===== config.mk =====
export PLATFORM = sky130hd
export DESIGN_NAME = controle_jogo_sequencia
export DESIGN_NICKNAME = d
export VERILOG_FILES = /design/src/rtl/controle_jogo_sequencia.sv
export SDC_FILE = /design/constraint.sdc
export NUM_CORES = 1
export LEC_CHECK = 0
export ABC_AREA = 1
export CORE_MARGIN = 10
export CORE_UTILIZATION = 45
export DETAILED_ROUTE_END_ITERATION = 16
export PLACE_DENSITY = 0.72
export SLEW_MARGIN = 15
export SYNTH_ARGS = -nofsm -noshare
export SYNTH_HDL_FRONTEND = slang
export SYNTH_SLANG_ARGS = --single-unit

===== constraint.sdc =====
create_clock -name clock -period 1.6 [get_ports clock]
set_input_delay 0.4 -clock clock [delete_from_list [all_inputs] [get_ports clock]]
set_output_delay 0.4 -clock clock [all_outputs]
set_load 0.005 [all_outputs]

===== src/rtl/controle_jogo_sequencia.sv =====
// Moore control unit for the sequence-memory game: plays the stored sequence
// back up to the current limit, collects the player's answers and ends the game.
module controle_jogo_sequencia #(
  parameter int T_EXIBE   = 1000,
  parameter int T_APAGA   = 500,
  parameter int T_TIMEOUT = 5000
) (
  input  logic       clock,
  input  logic       reset,
  input  logic       iniciar,
  input  logic       jogada,
  input  logic       igual,
  input  logic       fim_sequencia,
  input  logic       ultima_sequencia,
  output logic       zeraE,
  output logic       contaE,
  output logic       zeraL,
  output logic       contaL,
  output logic       zeraR,
  output logic       registraR,
  output logic       exibe,
  output logic       pronto,
  output logic       acertou,
  output logic       errou,
  output logic       timeout,
  output logic [3:0] db_estado
);

  localparam int T_MAX_AE = (T_EXIBE > T_APAGA) ? T_EXIBE : T_APAGA;
  localparam int T_MAX    = (T_MAX_AE > T_TIMEOUT) ? T_MAX_AE : T_TIMEOUT;
  localparam int TW       = (T_MAX > 1) ? $clog2(T_MAX) : 1;

  localparam logic [TW-1:0] LIM_EXIBE   = TW'(T_EXIBE - 1);
  localparam logic [TW-1:0] LIM_APAGA   = TW'(T_APAGA - 1);
  localparam logic [TW-1:0] LIM_TIMEOUT = TW'(T_TIMEOUT - 1);

  typedef enum logic [3:0] {
    INICIAL     = 4'h0,
    PREPARA     = 4'h1,
    EXIBE       = 4'h2,
    APAGA       = 4'h3,
    PROX_EXIBE  = 4'h4,
    INICIA_JOG  = 4'h5,
    ESPERA      = 4'h6,
    REGISTRA    = 4'h7,
    COMPARA     = 4'h8,
    PROX_JOG    = 4'h9,
    PROX_RODADA = 4'hA,
    FIM_ACERTO  = 4'hC,
    FIM_ERRO    = 4'hD,
    FIM_TIMEOUT = 4'hE
  } estado_t;

  estado_t         r_estado;
  estado_t         w_proximo;
  logic [TW-1:0]   r_timer;
  logic            w_cronometrado;
  logic            w_fim_exibe;
  logic            w_fim_apaga;
  logic            w_fim_espera;

  // NOTE: state and counters are flops, so they take non-blocking assignments;
  // blocking ones here would let readers in other processes race the update.
  always_ff @(posedge clock or negedge reset) begin
    if (!reset) begin
      r_estado <= INICIAL;
    end else begin
      r_estado <= w_proximo;
    end
  end

  // The timer only runs in the three timed states and restarts on every state
  // change, so each interval (including a fresh ESPERA after PROX_JOG) starts at 0.
  assign w_cronometrado = (r_estado == EXIBE) || (r_estado == APAGA) ||
                          (r_estado == ESPERA);

  always_ff @(posedge clock or negedge reset) begin
    if (!reset) begin
      r_timer <= '0;
    end else if (!w_cronometrado || (w_proximo != r_estado)) begin
      r_timer <= '0;
    end else begin
      r_timer <= r_timer + 1'b1;
    end
  end

  assign w_fim_exibe  = (r_timer == LIM_EXIBE);
  assign w_fim_apaga  = (r_timer == LIM_APAGA);
  assign w_fim_espera = (r_timer == LIM_TIMEOUT);

  // NOTE: the next-state default is assigned before the case so every path
  // drives w_proximo and no latch is inferred.
  always_comb begin
    w_proximo = r_estado;
    unique case (r_estado)
      INICIAL:     if (iniciar) w_proximo = PREPARA;
      PREPARA:     w_proximo = EXIBE;
      EXIBE:       if (w_fim_exibe) w_proximo = APAGA;
      APAGA: begin
        if (w_fim_apaga) w_proximo = fim_sequencia ? INICIA_JOG : PROX_EXIBE;
      end
      PROX_EXIBE:  w_proximo = EXIBE;
      INICIA_JOG:  w_proximo = ESPERA;
      ESPERA: begin
        // A key press on the expiry cycle still counts as a play.
        if (jogada)            w_proximo = REGISTRA;
        else if (w_fim_espera) w_proximo = FIM_TIMEOUT;
      end
      REGISTRA:    w_proximo = COMPARA;
      COMPARA: begin
        if (!igual)                                  w_proximo = FIM_ERRO;
        else if (fim_sequencia && ultima_sequencia)  w_proximo = FIM_ACERTO;
        else if (fim_sequencia)                      w_proximo = PROX_RODADA;
        else                                         w_proximo = PROX_JOG;
      end
      PROX_JOG:    w_proximo = ESPERA;
      PROX_RODADA: w_proximo = EXIBE;
      FIM_ACERTO, FIM_ERRO, FIM_TIMEOUT: begin
        if (iniciar) w_proximo = PREPARA;
      end
      default:     w_proximo = INICIAL;
    endcase
  end

  // Outputs depend on the state register only.
  always_comb begin
    zeraE     = 1'b0;
    contaE    = 1'b0;
    zeraL     = 1'b0;
    contaL    = 1'b0;
    zeraR     = 1'b0;
    registraR = 1'b0;
    exibe     = 1'b0;
    pronto    = 1'b0;
    acertou   = 1'b0;
    errou     = 1'b0;
    timeout   = 1'b0;
    unique case (r_estado)
      PREPARA: begin
        zeraE = 1'b1;
        zeraL = 1'b1;
        zeraR = 1'b1;
      end
      EXIBE:       exibe = 1'b1;
      PROX_EXIBE:  contaE = 1'b1;
      INICIA_JOG: begin
        zeraE = 1'b1;
        zeraR = 1'b1;
      end
      REGISTRA:    registraR = 1'b1;
      PROX_JOG:    contaE = 1'b1;
      PROX_RODADA: begin
        contaL = 1'b1;
        zeraE  = 1'b1;
      end
      FIM_ACERTO: begin
        pronto  = 1'b1;
        acertou = 1'b1;
      end
      FIM_ERRO: begin
        pronto = 1'b1;
        errou  = 1'b1;
      end
      FIM_TIMEOUT: begin
        pronto  = 1'b1;
        errou   = 1'b1;
        timeout = 1'b1;
      end
      default: ;
    endcase
  end

  assign db_estado = r_estado;

endmodule

==> impl_metrics.csv, run 1 <==
group,metric,value,unit
routing,first_iter_violations,86,
die,coreArea,2730,um2
synthesis,synth_top_area_share,33.5,%
placed_design,place_hpwl,2650,um
grt,grt_use_met2,28.8,%
setup_path,cp-start-kind,"register",
setup_path,cp_common_cell,"nor2_4",
setup_path,worst_ep_arrival_time,2.15,ns
timing,setup_viol,26,
timing,slew_viol_final,0,
synthesis,yosysTopAreaCell,"dfrtp_1",
timing,finClkSkew,0.00914,ns
setup_path,cp_slowest_cell,"dfrtp_2",
synthesis,syn_area_per_cell,7.29,um2
synthesis,post_synth_instance_area,1270,um2
timing,hold_viol_final,0,
routing,firstDrtPassIters,4,
final_layout,drive_gt1_share,58.6,%
clock_tree,cts.clk_slew.worst_paths,0.12,ns
run,maxCapViolations,0,
die,dieArea,5340,um2
placed_design,dpl.cell_count,254,
clock_tree,cts_hold_buf,0,
final_layout,syn_to_final_growth,79.2,%
clock_tree,h-tree-depth,1,
timing,worst_slack,-0.310,ns
die,start_util,46.4,%
clock_tree,clockBufferDepth,2,
final_layout,nNetsFinal,265,
final_layout,multiInputGateArea,1020,um2
timing,finalSetupTns,-5.01,ns
grt,use_met3,4.08,%
synthesis,synthCells,174,
final_layout,fin_util,83.2,%
synthesis,synth.distinct_cells,25,
die,ioPinCount,22,
timing,period_needed,1.91,ns
timing,grt_setup_unrepaired,"true",
grt,met1_usage,19.3,%
grt,antenna_found_initial,0,
pwr,ir_worst_vdd,1.44,mV
final_layout,final_cells,287,
routing,wl_per_cell,17.7,um
routing,vias,1521,
clock_tree,cts_tree,"yes",
worst_hold_path,hold_class,"primary input to asynchronous set/reset pin",
clock_tree,numCtsBuffers,3,
grt,grt_most_used_layer,"met2",
setup_path,slowest_delay,0.46,ns
grt,grt_pass1_vias,1511,
final_layout,n_antenna_cell,0,
timing,final_min_period_over_clock_period,119,%
placed_design,placedInstanceArea,1720,um2
grt,grt_usage,16.8,%
grt,grt_pass1_wl,7250,um
pwr,power_leakage,1.07,nW
final_layout,finalInstanceArea,2270,um2
clock_tree,cts_root_buf,"clkbuf_4",
synthesis,synth_seq_area_share,33.5,%
run_status,run_status,"finished, violations left",
setup_path,path_cells,"buf_6 > buf_6 > nor2_4 > nand2_2 > nor3_4 > nor2_4 > nand3_4 > nor2_4 > nor2_4 > nand2_8 > nor2_4",
die,rows,19,
timing,holdWs,0.392,ns
die,die_w,73.1,um
setup_path,worstPathMaxFanout,7,
pwr,power,2.86,mW
routing,wl,5070,um
placed_design,pre_cts_ws,-0.389,ns
synthesis,yosys_warnings,0,
setup_path,reg2reg_slack,-0.31,ns
placed_design,port_buffers,21,
setup_path,worst-setup-path-type,"register to register",
pwr,p_per_area,1260,nW/um2
grt,globalRouteOverflowTotal,0,
clock_tree,clk-insertion-delay-late,0.31,ns
synthesis,synth_nets,182,
clock_tree,cts.sinks,17,
final_layout,fillCellCount,135,
routing,viasPerCell,5.30,
routing,drc_errors,0,
setup_path,cp_data_required_time,1.84,ns
final_layout,seq_area,430,um2
run_status,failed_checks,"negative setup slack",
timing,max_slew_margin,74.3,%
placed_design,gp_congestion,0.966,
grt,grt_max_degree,18,
synthesis,ys_top_cells_by_area,"dfrtp_1 34%, nand2_1 11%, nor2_4 9.8%",
setup_path,cp-end-kind,"register",
die,fp.dieH,73.1,um
timing,worst_slew_pin_slew,0.382,ns
timing,max_freq,523,MHz
routing,antenna_left,0,
synthesis,ys_seq_elements,17,
==> flip-flops by register name, summed over array words and instances, names as in the netlist <==
name	cells
r_timer	13
db_estado	4
==> worst paths after layout <==
path,cells past startpoint,from,endpoint
max in group asynchronous,2,reset,db_estado[2]
setup / recovery,11,db_estado[2],r_timer[2]
setup reg to reg,11,db_estado[2],r_timer[2]
hold / removal,2,reset,r_timer[6]
hold reg to reg,2,r_timer[0],r_timer[0]
min in group clock,2,r_timer[0],r_timer[0]
==> routing by layer <==
| layer | share of wire, % | vias to the layer above |
|---|---|---|
| met4 | 4.7 | 0 |
| met1 | 35 | 719 |
| li1 | - | 702 |
| met5 | 0 | - |
| met3 | 6.6 | 25 |
| met2 | 53 | 75 |
==> power breakdown <==
part           internal (mW)  switching [mW]  leakage (nW)  total (mW)
Clock                 0.0934           0.161        0.0177       0.254
Sequential             0.481          0.0540         0.227       0.535
Combinational          0.876            1.20         0.823        2.07
==> cells in the mapped netlist <==
cell	instances
nor2_4	11
o21bai_1	1
nor3_1	1
xor2_1	4
a21oi_1	2
nand2_4	1
o22ai_1	2
o311ai_0	1
nand3b_1	1
nand4_1	2
nor3_2	2
xnor2_1	3
ha_1	1
o21ai_0	3
nand3_1	12
nor2_2	8
nand2_2	5
inv_2	4
dfrtp_1	17
nand2_1	36
buf_12	1
nand3_2	2
nor2_1	31
clkinv_2	1
inv_1	22
==> cells by family after synthesis <==
group / count (synthesis) / synth area share [%]
AND/OR/NAND/NOR: 112 / 46.7
buffers and inverters: 28 / 9.66
AO/OA/AOI/OAI: 9 / 4.24
flip-flops: 17 / 33.5
XOR/XNOR: 7 / 4.83
adder cells (fa/ha/maj): 1 / 0.986
==> layout by cell type (no fill, tap or decap), types with 2 or more instances in the layout <==
cell,count
clkbuf_4,3
xnor2_1,3
dfrtp_2,4
nor2_2,8
inv_1,18
nand2_1,24
nand3_2,3
nand2_2,9
inv_2,4
nor2_1,16
nand3_1,10
nand2_4,5
buf_4,42
buf_2,11
nand4_1,2
dlygate4sd2_1,2
dfrtp_1,13
xor2_1,3
clkdlybuf4s50_1,6
nor2_4,26
buf_6,15
a21oi_1,2
o21ai_0,3
inv_6,2
clkbuf_2,2
nand2_8,5
==> repair_timing <==
item                       CTS  global route
resized for setup          113            37
setup endpoints to repair   28            27
buffers inserted            20            10
pin swaps                   21            30
cloned                       1             0
==> final cells by class <==
cell class / count / share of cell area, %
multi-input combinational: 130 / 45.0
timing repair buffer: 78 / 27.6
sequential: 17 / 18.9
inverter: 27 / 5.56
tap: 31 / 1.71
clock buffer: 3 / 0.991
clock inverter: 1 / 0.220
==> worst max-delay path: cells and delay by family, from the launching register on <==
family / cells / cell delay [ns]
AND/OR/NAND/NOR: 9 / 1.12
flip-flops: 1 / 0.46
buffers and inverters: 2 / 0.24
No activity file was read; power rests on OpenSTA's default activity.
==> run 2, diff against run 1 <==
--- a/config.mk
+++ b/config.mk
@@ -6,10 +6,12 @@
 export NUM_CORES = 1
 export LEC_CHECK = 0
 export ABC_AREA = 1
+export CELL_PAD_IN_SITES_DETAIL_PLACEMENT = 1
+export CELL_PAD_IN_SITES_GLOBAL_PLACEMENT = 1
 export CORE_MARGIN = 10
-export CORE_UTILIZATION = 45
+export CORE_UTILIZATION = 34
 export DETAILED_ROUTE_END_ITERATION = 16
-export PLACE_DENSITY = 0.72
+export PLACE_DENSITY_LB_ADDON = 0.1
 export SLEW_MARGIN = 15
 export SYNTH_ARGS = -nofsm -noshare
 export SYNTH_HDL_FRONTEND = slang
==> impl_metrics.csv, run 2 (synthesis results as in run 1) <==
group,metric,value,unit
clock_tree,cts_root_buf,"clkbuf_8",
clock_tree,cts_hold_buf,0,
final_layout,final_common_cell,"buf_4",
timing,finClkSkew,0.00555,ns
timing,setup_viol,24,
pwr,ir_worst_vdd,0.906,mV
pwr,power_leakage,1.06,nW
grt,grt_usage,16.2,%
routing,antenna_left,0,
final_layout,final_cell_mix,"41 x buf_4, 29 x nor2_4, 29 x nand2_1",
grt,antenna_found_initial,0,
placed_design,gp_congestion,0.891,
final_layout,regMostFlops,"r_timer",
final_layout,n_antenna_cell,0,
clock_tree,numCtsBuffers,3,
die,rows,22,
final_layout,fillCellCount,429,
grt,grt_max_degree,18,
placed_design,place_hpwl,3300,um
final_layout,finalInstanceArea,2340,um2
die,fp.dieH,81.1,um
placed_design,pre_cts_ws,-0.473,ns
timing,period_needed,1.99,ns
routing,wl,6330,um
final_layout,syn_to_final_growth,84.4,%
routing,drc_errors,0,
setup_path,worstPathMaxFanout,3,
worst_hold_path,hold_class,"primary input to asynchronous set/reset pin",
setup_path,reg2reg_slack,-0.39,ns
timing,max_slew_margin,75.6,%
timing,holdWs,0.470,ns
die,dieArea,6570,um2
setup_path,worst-setup-path-type,"register to register",
run_status,failed_checks,"negative setup slack",
timing,slew_viol_final,0,
clock_tree,cts.sinks,17,
clock_tree,h-tree-depth,1,
setup_path,cp_data_required_time,1.74,ns
placed_design,port_buffers,21,
timing,finalSetupTns,-5.17,ns
routing,firstDrtPassIters,4,
grt,grt_pass1_vias,1590,
placed_design,dpl.cell_count,271,
run,maxCapViolations,0,
final_layout,drive_gt1_share,56.8,%
routing,vias,1540,
routing,viasPerCell,5.05,
routing,wl_per_cell,20.7,um
timing,final_min_period_over_clock_period,124,%
setup_path,cp-end-kind,"register",
pwr,p_per_area,1340,nW/um2
clock_tree,clk-insertion-delay-late,0.26,ns
setup_path,reg2reg_to,"r_timer[12]",
timing,grt_setup_unrepaired,"true",
die,ioPinCount,22,
run_status,run_status,"finished, violations left",
routing,first_iter_violations,85,
grt,grt_pass1_wl,8100,um
grt,globalRouteOverflowTotal,0,
setup_path,cp-start-kind,"register",
setup_path,worst_ep_arrival_time,2.13,ns
setup_path,reg2reg_depth,10,
clock_tree,cts_tree,"yes",
final_layout,nNetsFinal,266,
die,coreArea,3630,um2
die,die_w,81.1,um
timing,worst_slack,-0.387,ns
timing,max_freq,503,MHz
clock_tree,cts.clk_slew.worst_paths,0.07,ns
placed_design,placedInstanceArea,1740,um2
clock_tree,clockBufferDepth,2,
final_layout,seq_area,430,um2
die,start_util,34.9,%
timing,hold_viol_final,0,
setup_path,r2r-start,"r_timer[1]",
timing,worst_slew_pin_slew,0.363,ns
final_layout,multiInputGateArea,1000,um2
final_layout,final_cells,305,
final_layout,largest_register_ffs,13,
-- run 2: cell count changes in the layout (fill, tap and decap cells not counted), sizes merged --
cell	delta
buf	+1
clkdlybuf4s15	+1
clkinv	-1
dlygate4sd2	-1
dlymetal6s2s	+1
-- run 2: timing repair --
item,4_1_cts,5_1_grt
gates resized for setup,115,38
endpoints found under the setup margin,28,28
cloned,1,0
pin swaps,23,20
setup buffers,19,11
-- run 2: worst max-delay path: stages (launching register included) --
cell     delay (ns)
dfrtp_1        0.40
ha_4           0.18
nand2_4        0.06
inv_2          0.08
nand3_1        0.14
nor2_1         0.18
nand2_1        0.13
nor2_1         0.17
nand3_1        0.16
xor2_1         0.30
nor2_4         0.06
-- run 2: through the flow --
stage,utilization (%),total power [mW]
after global placement,47.8,1.65
after CTS,58.7,2.72
final,64.4,3.13
after detailed placement,47.8,1.69
after global routing,64.4,3.29
after floorplan,-,1.27
-- run 2: worst max-delay path by stage --
stage | cells past startpoint | slack, ns | from | endpoint
6_report | 10 | -0.39 | r_timer[1] | r_timer[12]
5_1_grt | 10 | -0.51 | r_timer[1] | r_timer[12]
4_1_cts | 13 | -0.16 | r_timer[0] | r_timer[12]
3_5_place_dp | 10 | -0.47 | fim_sequencia | r_timer[0]
3_3_place_gp | 10 | -0.36 | fim_sequencia | r_timer[1]
2_1_floorplan | 13 | 0.00007 | db_estado[2] | r_timer[7]
-- run 2: power by group --
part	internal, mW	switching (mW)	total [mW]
Combinational	0.963	1.27	2.23
Sequential	0.482	0.0812	0.563
Clock	0.177	0.156	0.333
Total	1.62	1.51	3.13
-- run 2: cell type report --
cell class              count  area share (%)
inverters                  27            5.61
clock buffers               4            1.93
repair buffers             79            28.6
multi-input cells         130            42.9
flip-flops and latches     17            18.4
well taps                  48            2.57
-- run 2: routing by layer --
| layer | GRT usage, % | wire (um) | up-vias |
|---|---|---|---|
| met3 | 3.86 | 287 | 24 |
| met4 | 5.88 | 306 | 0 |
| met2 | 30.6 | 3430 | 46 |
| li1 | - | - | 706 |
| met1 | 16.8 | 2300 | 764 |
| met5 | 0 | 0 | - |
==> run 3, diff against run 2 <==
--- a/config.mk
+++ b/config.mk
@@ -6,12 +6,11 @@
 export NUM_CORES = 1
 export LEC_CHECK = 0
 export ABC_AREA = 1
-export CELL_PAD_IN_SITES_DETAIL_PLACEMENT = 1
-export CELL_PAD_IN_SITES_GLOBAL_PLACEMENT = 1
 export CORE_MARGIN = 10
-export CORE_UTILIZATION = 34
+export CORE_UTILIZATION = 45
+export CTS_BUF_LIST = sky130_fd_sc_hd__clkbuf_4
 export DETAILED_ROUTE_END_ITERATION = 16
-export PLACE_DENSITY_LB_ADDON = 0.1
+export PLACE_DENSITY = 0.72
 export SLEW_MARGIN = 15
 export SYNTH_ARGS = -nofsm -noshare
 export SYNTH_HDL_FRONTEND = slang
==> results of run 3 <==
Final layout, timing and power as in run 1 (identical DEF).
